--- src/rtl/ibex_counter_ctrl_pkg.sv ---
// Shared types and width helpers for the performance-counter controller.
package ibex_counter_ctrl_pkg;

  typedef enum logic [1:0] {
    SEL_COUNT   = 2'd0,
    SEL_EVTSEL  = 2'd1,
    SEL_INHIBIT = 2'd2,
    SEL_OVF     = 2'd3
  } ctr_sel_e;

  typedef enum logic [1:0] {
    ST_IDLE = 2'd0,
    ST_EXEC = 2'd1,
    ST_RESP = 2'd2
  } ctr_state_e;

  localparam int unsigned NumEventsDefault = 16;

  // Event-select width; a single-event bus still needs a 1-bit selector.
  function automatic int unsigned evt_sel_width(int unsigned num_events);
    return (num_events > 1) ? $clog2(num_events) : 1;
  endfunction

  localparam int unsigned EvtSelW = evt_sel_width(NumEventsDefault);

endpackage

--- src/rtl/ibex_counter_evt_gate.sv ---
// Per-counter event select, inhibit and write gating, plus overflow detection.
module ibex_counter_evt_gate
  import ibex_counter_ctrl_pkg::*;
#(
  parameter int unsigned NumEvents    = NumEventsDefault,
  parameter int unsigned SelW         = evt_sel_width(NumEvents),
  parameter int unsigned CounterWidth = 40,
  parameter bit          IsCycle      = 1'b0
) (
  input  logic [NumEvents-1:0]    evt_i,
  input  logic [SelW-1:0]         evtsel_i,
  input  logic                    inhibit_i,
  input  logic                    wr_strobe_i,
  input  logic [CounterWidth-1:0] cnt_val_i,
  output logic                    inc_o,
  output logic                    ovf_o
);

  logic evt_sel;
  logic evt_hit;

  // Selector values beyond the event bus match nothing and never count.
  always_comb begin
    evt_sel = 1'b0;
    for (int unsigned j = 0; j < NumEvents; j++) begin
      if (evtsel_i == SelW'(j)) begin
        evt_sel = evt_i[j];
      end
    end
  end

  assign evt_hit = IsCycle ? evt_i[0] : evt_sel;
  assign inc_o   = evt_hit & ~inhibit_i & ~wr_strobe_i;
  assign ovf_o   = inc_o & (&cnt_val_i);

endmodule

--- src/rtl/ibex_counter_ctrl.sv ---
// Performance-counter bank controller: request FSM, config/status registers and read mux.
module ibex_counter_ctrl
  import ibex_counter_ctrl_pkg::*;
#(
  parameter int unsigned NumCounters  = 8,
  parameter int unsigned NumEvents    = NumEventsDefault,
  parameter int unsigned CounterWidth = 40
) (
  input  logic                      clk_i,
  input  logic                      rst_i,
  input  logic                      req_i,
  output logic                      gnt_o,
  input  logic                      we_i,
  input  logic [1:0]                sel_i,
  input  logic [4:0]                idx_i,
  input  logic                      hi_i,
  input  logic [31:0]               wdata_i,
  output logic                      rvalid_o,
  output logic [31:0]               rdata_o,
  input  logic [NumEvents-1:0]      evt_i,
  input  logic [NumCounters*64-1:0] cnt_val_i,
  output logic [NumCounters-1:0]    cnt_inc_o,
  output logic [NumCounters-1:0]    cnt_we_o,
  output logic [NumCounters-1:0]    cnt_weh_o,
  output logic [31:0]               cnt_wdata_o,
  output logic                      ovf_irq_o
);

  localparam int unsigned SelW = evt_sel_width(NumEvents);

  ctr_state_e state_q, state_d;

  logic        we_q;
  ctr_sel_e    sel_q;
  logic [4:0]  idx_q;
  logic        hi_q;
  logic [31:0] wdata_q;
  logic [31:0] rdata_q, rdata_d;

  logic [SelW-1:0]        evtsel_q [NumCounters];
  logic [SelW-1:0]        evtsel_d [NumCounters];
  logic [NumCounters-1:0] inhibit_q, inhibit_d;
  logic [NumCounters-1:0] ovf_q, ovf_d, ovf_set, ovf_clr;
  logic [NumCounters-1:0] idx_dec, wr_strobe;
  logic                   ovf_irq_q;
  logic                   exec_wr;

  // Out-of-range indices decode to no counter at all.
  always_comb begin
    idx_dec = '0;
    for (int unsigned i = 0; i < NumCounters; i++) begin
      idx_dec[i] = (idx_q == 5'(i));
    end
  end

  always_comb begin
    state_d = state_q;
    unique case (state_q)
      ST_IDLE: if (req_i) state_d = ST_EXEC;
      ST_EXEC: state_d = ST_RESP;
      ST_RESP: state_d = ST_IDLE;
      default: state_d = ST_IDLE;
    endcase
  end

  assign exec_wr = (state_q == ST_EXEC) & we_q;

  always_comb begin
    cnt_we_o  = '0;
    cnt_weh_o = '0;
    if (exec_wr && (sel_q == SEL_COUNT)) begin
      if (hi_q) begin
        cnt_weh_o = idx_dec;
      end else begin
        cnt_we_o = idx_dec;
      end
    end
  end

  assign wr_strobe = cnt_we_o | cnt_weh_o;

  for (genvar i = 0; i < NumCounters; i++) begin : g_gate
    ibex_counter_evt_gate #(
      .NumEvents   (NumEvents),
      .SelW        (SelW),
      .CounterWidth(CounterWidth),
      .IsCycle     (i == 0)
    ) u_gate (
      .evt_i      (evt_i),
      .evtsel_i   (evtsel_q[i]),
      .inhibit_i  (inhibit_q[i]),
      .wr_strobe_i(wr_strobe[i]),
      .cnt_val_i  (cnt_val_i[64*i +: CounterWidth]),
      .inc_o      (cnt_inc_o[i]),
      .ovf_o      (ovf_set[i])
    );
  end

  always_comb begin
    evtsel_d  = evtsel_q;
    inhibit_d = inhibit_q;
    ovf_clr   = '0;
    rdata_d   = rdata_q;
    if (state_q == ST_EXEC) begin
      rdata_d = '0;
      unique case (sel_q)
        SEL_COUNT: begin
          for (int unsigned i = 0; i < NumCounters; i++) begin
            if (!we_q && idx_dec[i]) begin
              rdata_d = hi_q ? cnt_val_i[64*i+32 +: 32] : cnt_val_i[64*i +: 32];
            end
          end
        end
        SEL_EVTSEL: begin
          for (int unsigned i = 0; i < NumCounters; i++) begin
            if (idx_dec[i]) begin
              if (we_q) begin
                evtsel_d[i] = wdata_q[SelW-1:0];
              end else begin
                rdata_d = 32'(evtsel_q[i]);
              end
            end
          end
        end
        SEL_INHIBIT: begin
          if (we_q) inhibit_d = wdata_q[NumCounters-1:0];
          else      rdata_d   = 32'(inhibit_q);
        end
        SEL_OVF: begin
          if (we_q) ovf_clr = wdata_q[NumCounters-1:0];
          else      rdata_d = 32'(ovf_q);
        end
        default: ;
      endcase
    end
  end

  // A fresh overflow beats a simultaneous W1C of the same bit.
  assign ovf_d = (ovf_q & ~ovf_clr) | ovf_set;

  always_ff @(posedge clk_i) begin
    if (rst_i) begin
      state_q   <= ST_IDLE;
      we_q      <= 1'b0;
      sel_q     <= SEL_COUNT;
      idx_q     <= '0;
      hi_q      <= 1'b0;
      wdata_q   <= '0;
      rdata_q   <= '0;
      inhibit_q <= '0;
      ovf_q     <= '0;
      ovf_irq_q <= 1'b0;
      for (int unsigned i = 0; i < NumCounters; i++) begin
        evtsel_q[i] <= '0;
      end
    end else begin
      state_q   <= state_d;
      rdata_q   <= rdata_d;
      inhibit_q <= inhibit_d;
      ovf_q     <= ovf_d;
      ovf_irq_q <= |ovf_q;
      evtsel_q  <= evtsel_d;
      if (req_i && gnt_o) begin
        we_q    <= we_i;
        sel_q   <= ctr_sel_e'(sel_i);
        idx_q   <= idx_i;
        hi_q    <= hi_i;
        wdata_q <= wdata_i;
      end
    end
  end

  assign gnt_o       = (state_q == ST_IDLE);
  assign rvalid_o    = (state_q == ST_RESP);
  assign rdata_o     = (state_q == ST_RESP) ? rdata_q : '0;
  assign cnt_wdata_o = wdata_q;
  assign ovf_irq_o   = ovf_irq_q;

endmodule
--- config.mk ---
export PLATFORM = sky130hd
export DESIGN_NAME = ibex_counter_ctrl
export DESIGN_NICKNAME = d
export VERILOG_FILES = /design/src/rtl/ibex_counter_ctrl_pkg.sv /design/src/rtl/ibex_counter_evt_gate.sv /design/src/rtl/ibex_counter_ctrl.sv
export SDC_FILE = /design/constraint.sdc
export NUM_CORES = 1
export LEC_CHECK = 0
export ABC_CLOCK_PERIOD_IN_PS = 6050
export BUFFER_PORTS_ARGS = -buffer_cell sky130_fd_sc_hd__buf_2
export CORE_AREA = 2 2 259 261
export CTS_BUF_LIST = sky130_fd_sc_hd__clkbuf_4
export DETAILED_ROUTE_END_ITERATION = 8
export DIE_AREA = 0 0 261 263
export GPL_TIMING_DRIVEN = 0
export SLEW_MARGIN = 25
export SYNTH_ARGS = -nofsm -noshare
export SYNTH_HDL_FRONTEND = slang
export SYNTH_HIERARCHICAL = 1
export SYNTH_SLANG_ARGS = --single-unit
--- constraint.sdc ---
create_clock -name clk_i -period 6.05 [get_ports clk_i]
set_input_delay 1.21 -clock clk_i [delete_from_list [all_inputs] [get_ports clk_i]]
set_output_delay 1.21 -clock clk_i [all_outputs]
set_load 0.01 [all_outputs]
Word-level counts from Yosys, hierarchy flattened
Cells that the tools add are included.

Equality and inequality tests: 118. Multiplexer cells: 159. Bitwise operators: 45. Reduce and logical (&&, ||, !) cells: 39.

Operator list (count): 32-bit 2-to-1 mux (33); 40-bit AND reduction (8); 4-bit == test, second input constant (56); 32-bit case mux with 4 select lines (1); 4-bit by 3-bit == test with 1-bit output, second input constant (28); 1-bit 2-to-1 mux (112); 8-bit 2-to-1 mux (9); 4-bit by 2-bit == test with 1-bit output, second input constant (14); 4-bit AND reduction (8); 4-bit by 1-bit == test with 1-bit output, second input constant (7); 4-bit logical NOT (7); 1-bit bitwise AND (25); 5-bit by 3-bit == test with 1-bit output, second input constant (4); 1-bit NOT (16); 8-bit bitwise OR (2); 5-bit by 2-bit == test with 1-bit output, second input constant (2); 1-bit logical AND (10); 8-bit bitwise AND (1); 4-bit 2-to-1 mux (2); 8-bit NOT (1); 8-bit OR reduction (1); 2-bit == test, second input constant (3); 5-bit by 1-bit == test with 1-bit output, second input constant (1); 5-bit logical NOT (1); 7 further kinds (9).

Register bits after elaboration: 124. Bits of input ports: 572. Output and inout port bits: 91. Word-level logic and storage cells: 379.

Logic depth before layout (Yosys ltp)
Depth in word-level cells: 21. Gate-level depth with buffers: 11. Gate-level depth less buffers: 9.

By module
Netlist, hierarchy kept.

Modules (own cells, without submodules): ibex_counter_ctrl (instances 1, cells each 1226, area each 10022.1 um^2, sequential area each 2482.4 um^2); ibex_counter_evt_gate at g_gate[1].u_gate ... (instances 7, cells each 45, area each 321.6 um^2, sequential area each 0.0 um^2); ibex_counter_evt_gate at g_gate[0].u_gate (instances 1, cells each 15, area each 110.1 um^2, sequential area each 0.0 um^2).

Least setup slack after synthesis
OpenSTA, ideal clock, no wires.

Kind: in2out. Start: in evt_i[2]. End: out cnt_inc_o[1]. Data arrival time: 1.948 ns. Data required time: 4.840 ns. Path slack: 2.892 ns. Stages: 4. Path buffers: 0. Cells stage by stage: and2b_2 -> a211o_2 -> a41oi_2 -> o21ai_1.

Word-level cells in the longest chain between the ends: 16.

Ends and longest elaborated chain: from (decl) (RTL line ibex_counter_ctrl.sv:20) `input logic [NumEvents-1:0] evt_i,`; 1-bit 2-to-1 mux (14 in a row) (RTL line ibex_counter_evt_gate.sv:26) `if (evtsel_i == SelW'(j)) begin`; 1-bit bitwise AND (2 in a row) (RTL line ibex_counter_evt_gate.sv:33) `assign inc_o = evt_hit & ~inhibit_i & ~wr_strobe_i;`; to (decl) (RTL line ibex_counter_ctrl.sv:22) `output logic [NumCounters-1:0] cnt_inc_o,`.

No other way between the ends.

Final worst setup path
Start: reg idx_q[1]. End: out cnt_inc_o[0].

Word-level cells in the longest chain between the ends: 6. Elaborated cells between the ends (all ways): 8. Those cells by class: mux (4); bitwise (3); reduce/logical (1).

Ends and longest elaborated chain: from (decl) (RTL line ibex_counter_ctrl.sv:35) `logic [4:0] idx_q;`; from (signal assigned) (RTL line ibex_counter_ctrl.sv:166) `idx_q <= idx_i;`; 5-bit logical NOT (*) (RTL line ibex_counter_ctrl.sv:52) `idx_dec[i] = (idx_q == 5'(i));`; 8-bit 2-to-1 mux (RTL line ibex_counter_ctrl.sv:72) `if (hi_q) begin`; 8-bit 2-to-1 mux (RTL line ibex_counter_ctrl.sv:71) `if (exec_wr && (sel_q == SEL_COUNT)) begin`; 8-bit bitwise OR (*) (RTL line ibex_counter_ctrl.sv:80) `assign wr_strobe = cnt_we_o | cnt_weh_o;`; via wr_strobe[0] (RTL line ibex_counter_ctrl.sv:44) `logic [NumCounters-1:0] idx_dec, wr_strobe;`; 1-bit NOT (*) (RTL line ibex_counter_evt_gate.sv:33); 1-bit bitwise AND (*) (RTL line ibex_counter_evt_gate.sv:33).

The timed path passes the listed nets; every way through them passes the cells marked *.

==> results.cfg <==
[status]
outcome = complete, no violations

[global_route]
antenna_found_initial = 29
first_pass_grt_wire_length_mm = 130
grt.met2_usage_pct = 45.4
first_global_vias = 15900
grt_overflow_total = 0
largest_net_degree_at_the_start_of_global_routing = 17
grtUsageMet3_pct = 7.68
grt_use_total_pct = 27.4
globalRouteMet1Util_pct = 33.0
global_route.peak_usage_layer = met2

[clock_tree]
clock-sinks = 124
cts_buffers = 17
clk_pin_slew_worst_paths_ns = 0.14
cts_hold_buffers = 0
ctsHtreeMaxLevel = 4
clock_tree.buffer_depth = 2
tritoncts = built
cts-root-buf = sky130_fd_sc_hd__clkbuf_4
postCtsSetupBuffers = 0
post_cts.resized_instances = 0
clk-insertion-delay-late_ns = 0.62

[floorplanning]
floorplan.rows = 94
initial_core_util_pct = 18.9
floorplan.die_area_um2 = 68600
floorplan.io_pins = 663
fp.coreArea_um2 = 65600
die_height_um = 263
floorplan.die.width_um = 261

[sta]
fin_tns_setup_ns = 0
worst_pin_slew_ns = 0.985
min_period_over_period_pct = 76.4
finalMaxSlewViolations = 0
setup_repair_after_global_routing_missed_its_margin = false
finalCriticalPeriod_ns = 4.62
max_clock_freq_mhz = 216
timing.final.hold_violations = 0
slew_headroom_pct = 34.4
fin_skew_ns = 0.0227
final-setup-viol-count = 0

[worst_setup_path]
family_with_the_most_delay_on_the_worst_path = buffers and inverters
path_depth = 6
critPathSlowestCell = sky130_fd_sc_hd__clkbuf_1
critical_path_buf_inv_count = 3
cp-end-kind = primary output
worst_r2r_startpoint = idx_q[1]$_SDFFE_PP0P_
regToRegSetupSlack_ns = 2.22
critical_path_peak_fanout = 10
crit_arrival_ns = 3.41
crit_path_max_incr_delay_ns = 0.73
worstSetupPathType = reg2out
critical_path.reg2reg.endpoint = ovf_q[0]$_SDFF_PP0_
timing.critical_path.mode_cell = sky130_fd_sc_hd__buf_2
worstSetupStartpointType = register
worst-r2r-cell-count = 9
critical_path_required_ns = 4.84
worstPathCellList = or2_2 > buf_2 > clkbuf_1 > nor2_1 > nor3b_2 > buf_2

[detailed_routing]
detail_route.vias_per_cell = 5.28
final_antenna_net_count = 0
drcViolationCount = 0
routedWlPerCell_um = 31.3
total_via_count_in_the_routed_design = 16500
first_pass_iters = 6
routed_wirelength_mm = 98.2
first_iter_violations = 2008

[layout]
drive_above_1_share_pct = 39.9
area_growth_pct = 38.5
final_net_count = 2809
fin_cells = 3132

[logic_synthesis]
netlist_area_um2 = 12400
synthesis.yosys.warnings = 6
yosys.cell_count.top_type = sky130_fd_sc_hd__nand2_1
netlist.area_leader.share_pct = 20.0
synth_commonest_cells = 204 x sky130_fd_sc_hd__nand2_1, 183 x sky130_fd_sc_hd__mux2i_1, 151 x sky130_fd_sc_hd__a21oi_1
synth_top_flop_cell = sky130_fd_sc_hd__dfxtp_1
synthCells = 1556
postSynthNetCount = 2128
synth_top_cell_by_area = sky130_fd_sc_hd__dfxtp_1
synth-edff-count = 0
synth_cell_type_count = 69
synth_seq_cells = 124
synth-async-reset-ratio_pct = 0
postSynthAreaPerCell_um2 = 7.96
synth_seq_area_share_pct = 20.0
largest_cells_by_area_after_synthesis = sky130_fd_sc_hd__dfxtp_1 20%, sky130_fd_sc_hd__mux2i_1 15%, sky130_fd_sc_hd__mux4_2 6.9%

[placement]
io_buffers = 662
detailed_place_hpwl_mm = 83.2
finalWeightedCongestion = 1.00
placed_cells_incl_taps = 3082

[min_path]
hold-path-endpoint = rdata_q[17]$_SDFFE_PP0P_
hold_depth = 2
hold_path_startpoint = rdata_q[17]$_SDFFE_PP0P_
min_path_type = reg2reg

[power_and_ir_drop]
worst_ir_drop_vdd_uv = 102
p_leak_nw = 6.57
p_per_area_nw_per_um2 = 156

[flow_run]
max_cap_violations = 0
[per-stage QoR]
stage	instance area (um^2)	setup WS [ns]	hold WS, ns	power, mW	utilization (%)
3_3_place_gp	16800	1.59	0.432	1.97	25.6
2_1_floorplan	12400	2.89	0.417	1.35	-
6_report	17200	1.43	0.453	2.68	26.1
4_1_cts	17100	1.33	0.454	2.68	26.1
3_5_place_dp	16800	2.05	0.438	1.97	25.6
5_1_grt	17100	1.22	0.479	2.78	26.1
[cell type report]
| cell class | instances | area (um^2) |
|---|---|---|
| fill | 7345 | 48500 |
| timing repair buffer | 662 | 3310 |
| antenna | 18 | 45.0 |
| clock inverter | 14 | 193 |
| clock buffer | 18 | 135 |
| inverter | 17 | 63.8 |
| buffer | 137 | 836 |
| multi-input combinational | 1278 | 9010 |
| tap | 864 | 1080 |
| sequential | 124 | 2480 |
[how the worst max path moves through the flow]
stage / slack [ns] / startpoint / end
3_3_place_gp: 1.59 / idx_q[1]$_SDFFE_PP0P_ / cnt_inc_o[0]
3_5_place_dp: 2.05 / idx_q[1]$_SDFFE_PP0P_ / cnt_inc_o[0]
2_1_floorplan: 2.89 / evt_i[2] / cnt_inc_o[1]
4_1_cts: 1.33 / idx_q[1]$_SDFFE_PP0P_ / cnt_inc_o[0]
6_report: 1.43 / idx_q[1]$_SDFFE_PP0P_ / cnt_inc_o[0]
5_1_grt: 1.22 / idx_q[1]$_SDFFE_PP0P_ / cnt_inc_o[0]
[flip-flops by register name, indices dropped and copies added (netlist names)]
| name | cells |
|---|---|
| we_q | 1 |
| sel_q | 2 |
| hi_q | 1 |
| inhibit_q | 8 |
| evtsel_q | 32 |
| cnt_wdata_o | 32 |
| idx_q | 5 |
| state_q | 2 |
| ovf_irq_o | 1 |
| rdata_q | 32 |
| ovf_q | 8 |
[per-layer routing]
metal  share of wire [%]  vias up  routed length (um)
met2                  47     1013               46000
met1                  39     8023               38000
li1                    -     7282                   -
met5                0.14        -                 136
met4                 5.2       20                5120
met3                 9.1      201                8960
[worst reg2reg max path: stages (launching register included)]
cell and delay, ns:
sky130_fd_sc_hd__dfxtp_1 0.64, sky130_fd_sc_hd__or2_2 0.22, sky130_fd_sc_hd__buf_2 0.24, sky130_fd_sc_hd__clkbuf_1 0.74
sky130_fd_sc_hd__nor2_1 0.15, sky130_fd_sc_hd__nor3b_2 0.56, sky130_fd_sc_hd__nand2_1 0.14, sky130_fd_sc_hd__nor4_2 0.84
sky130_fd_sc_hd__a21oi_1 0.08, sky130_fd_sc_hd__nor2_1 0.15
[kinds of logic (layout without fill, tap and decap cells)]
| family | count (synthesis) | count (layout) | share of synthesized area (%) |
|---|---|---|---|
| buffers and inverters | 154 | 848 | 7.26 |
| other | 0 | 18 | 0 |
| muxes | 245 | 245 | 24.0 |
| AOI/OAI and AO/OA | 418 | 418 | 23.2 |
| and+or+nand+nor | 615 | 615 | 25.5 |
| DFF | 124 | 124 | 20.0 |
[cells in the final DEF, fill, tap and decap left out, drive strengths merged, types with 8 or more instances in the layout]
master / synthesis / final
and2: 34 / 34
o22a: 8 / 8
clkbuf: 55 / 73
nand4: 79 / 79
o21ai: 69 / 69
nand3: 49 / 49
dfxtp: 124 / 124
nor2b: 48 / 48
nand2b: 14 / 14
a221oi: 16 / 16
a21oi: 151 / 151
o2111ai: 8 / 8
inv: 17 / 19
nand3b: 14 / 14
o22ai: 18 / 18
or2: 8 / 8
diode: 0 / 18
a22oi: 13 / 13
nor2: 103 / 103
a211o: 9 / 9
nor4: 27 / 27
buf: 82 / 744
mux2: 23 / 23
a221o: 12 / 12
mux4: 39 / 39
o211ai: 10 / 10
a211oi: 52 / 52
mux2i: 183 / 183
o221ai: 22 / 22
nor3: 16 / 16
nand2: 204 / 204
[where the power goes]
group          internal (mW)  switching (mW)
combinational          0.402           0.702
clock                  0.332           0.378
sequential             0.846          0.0217
total                   1.58            1.10
Note: power is estimated with default switching activity, not from simulation.
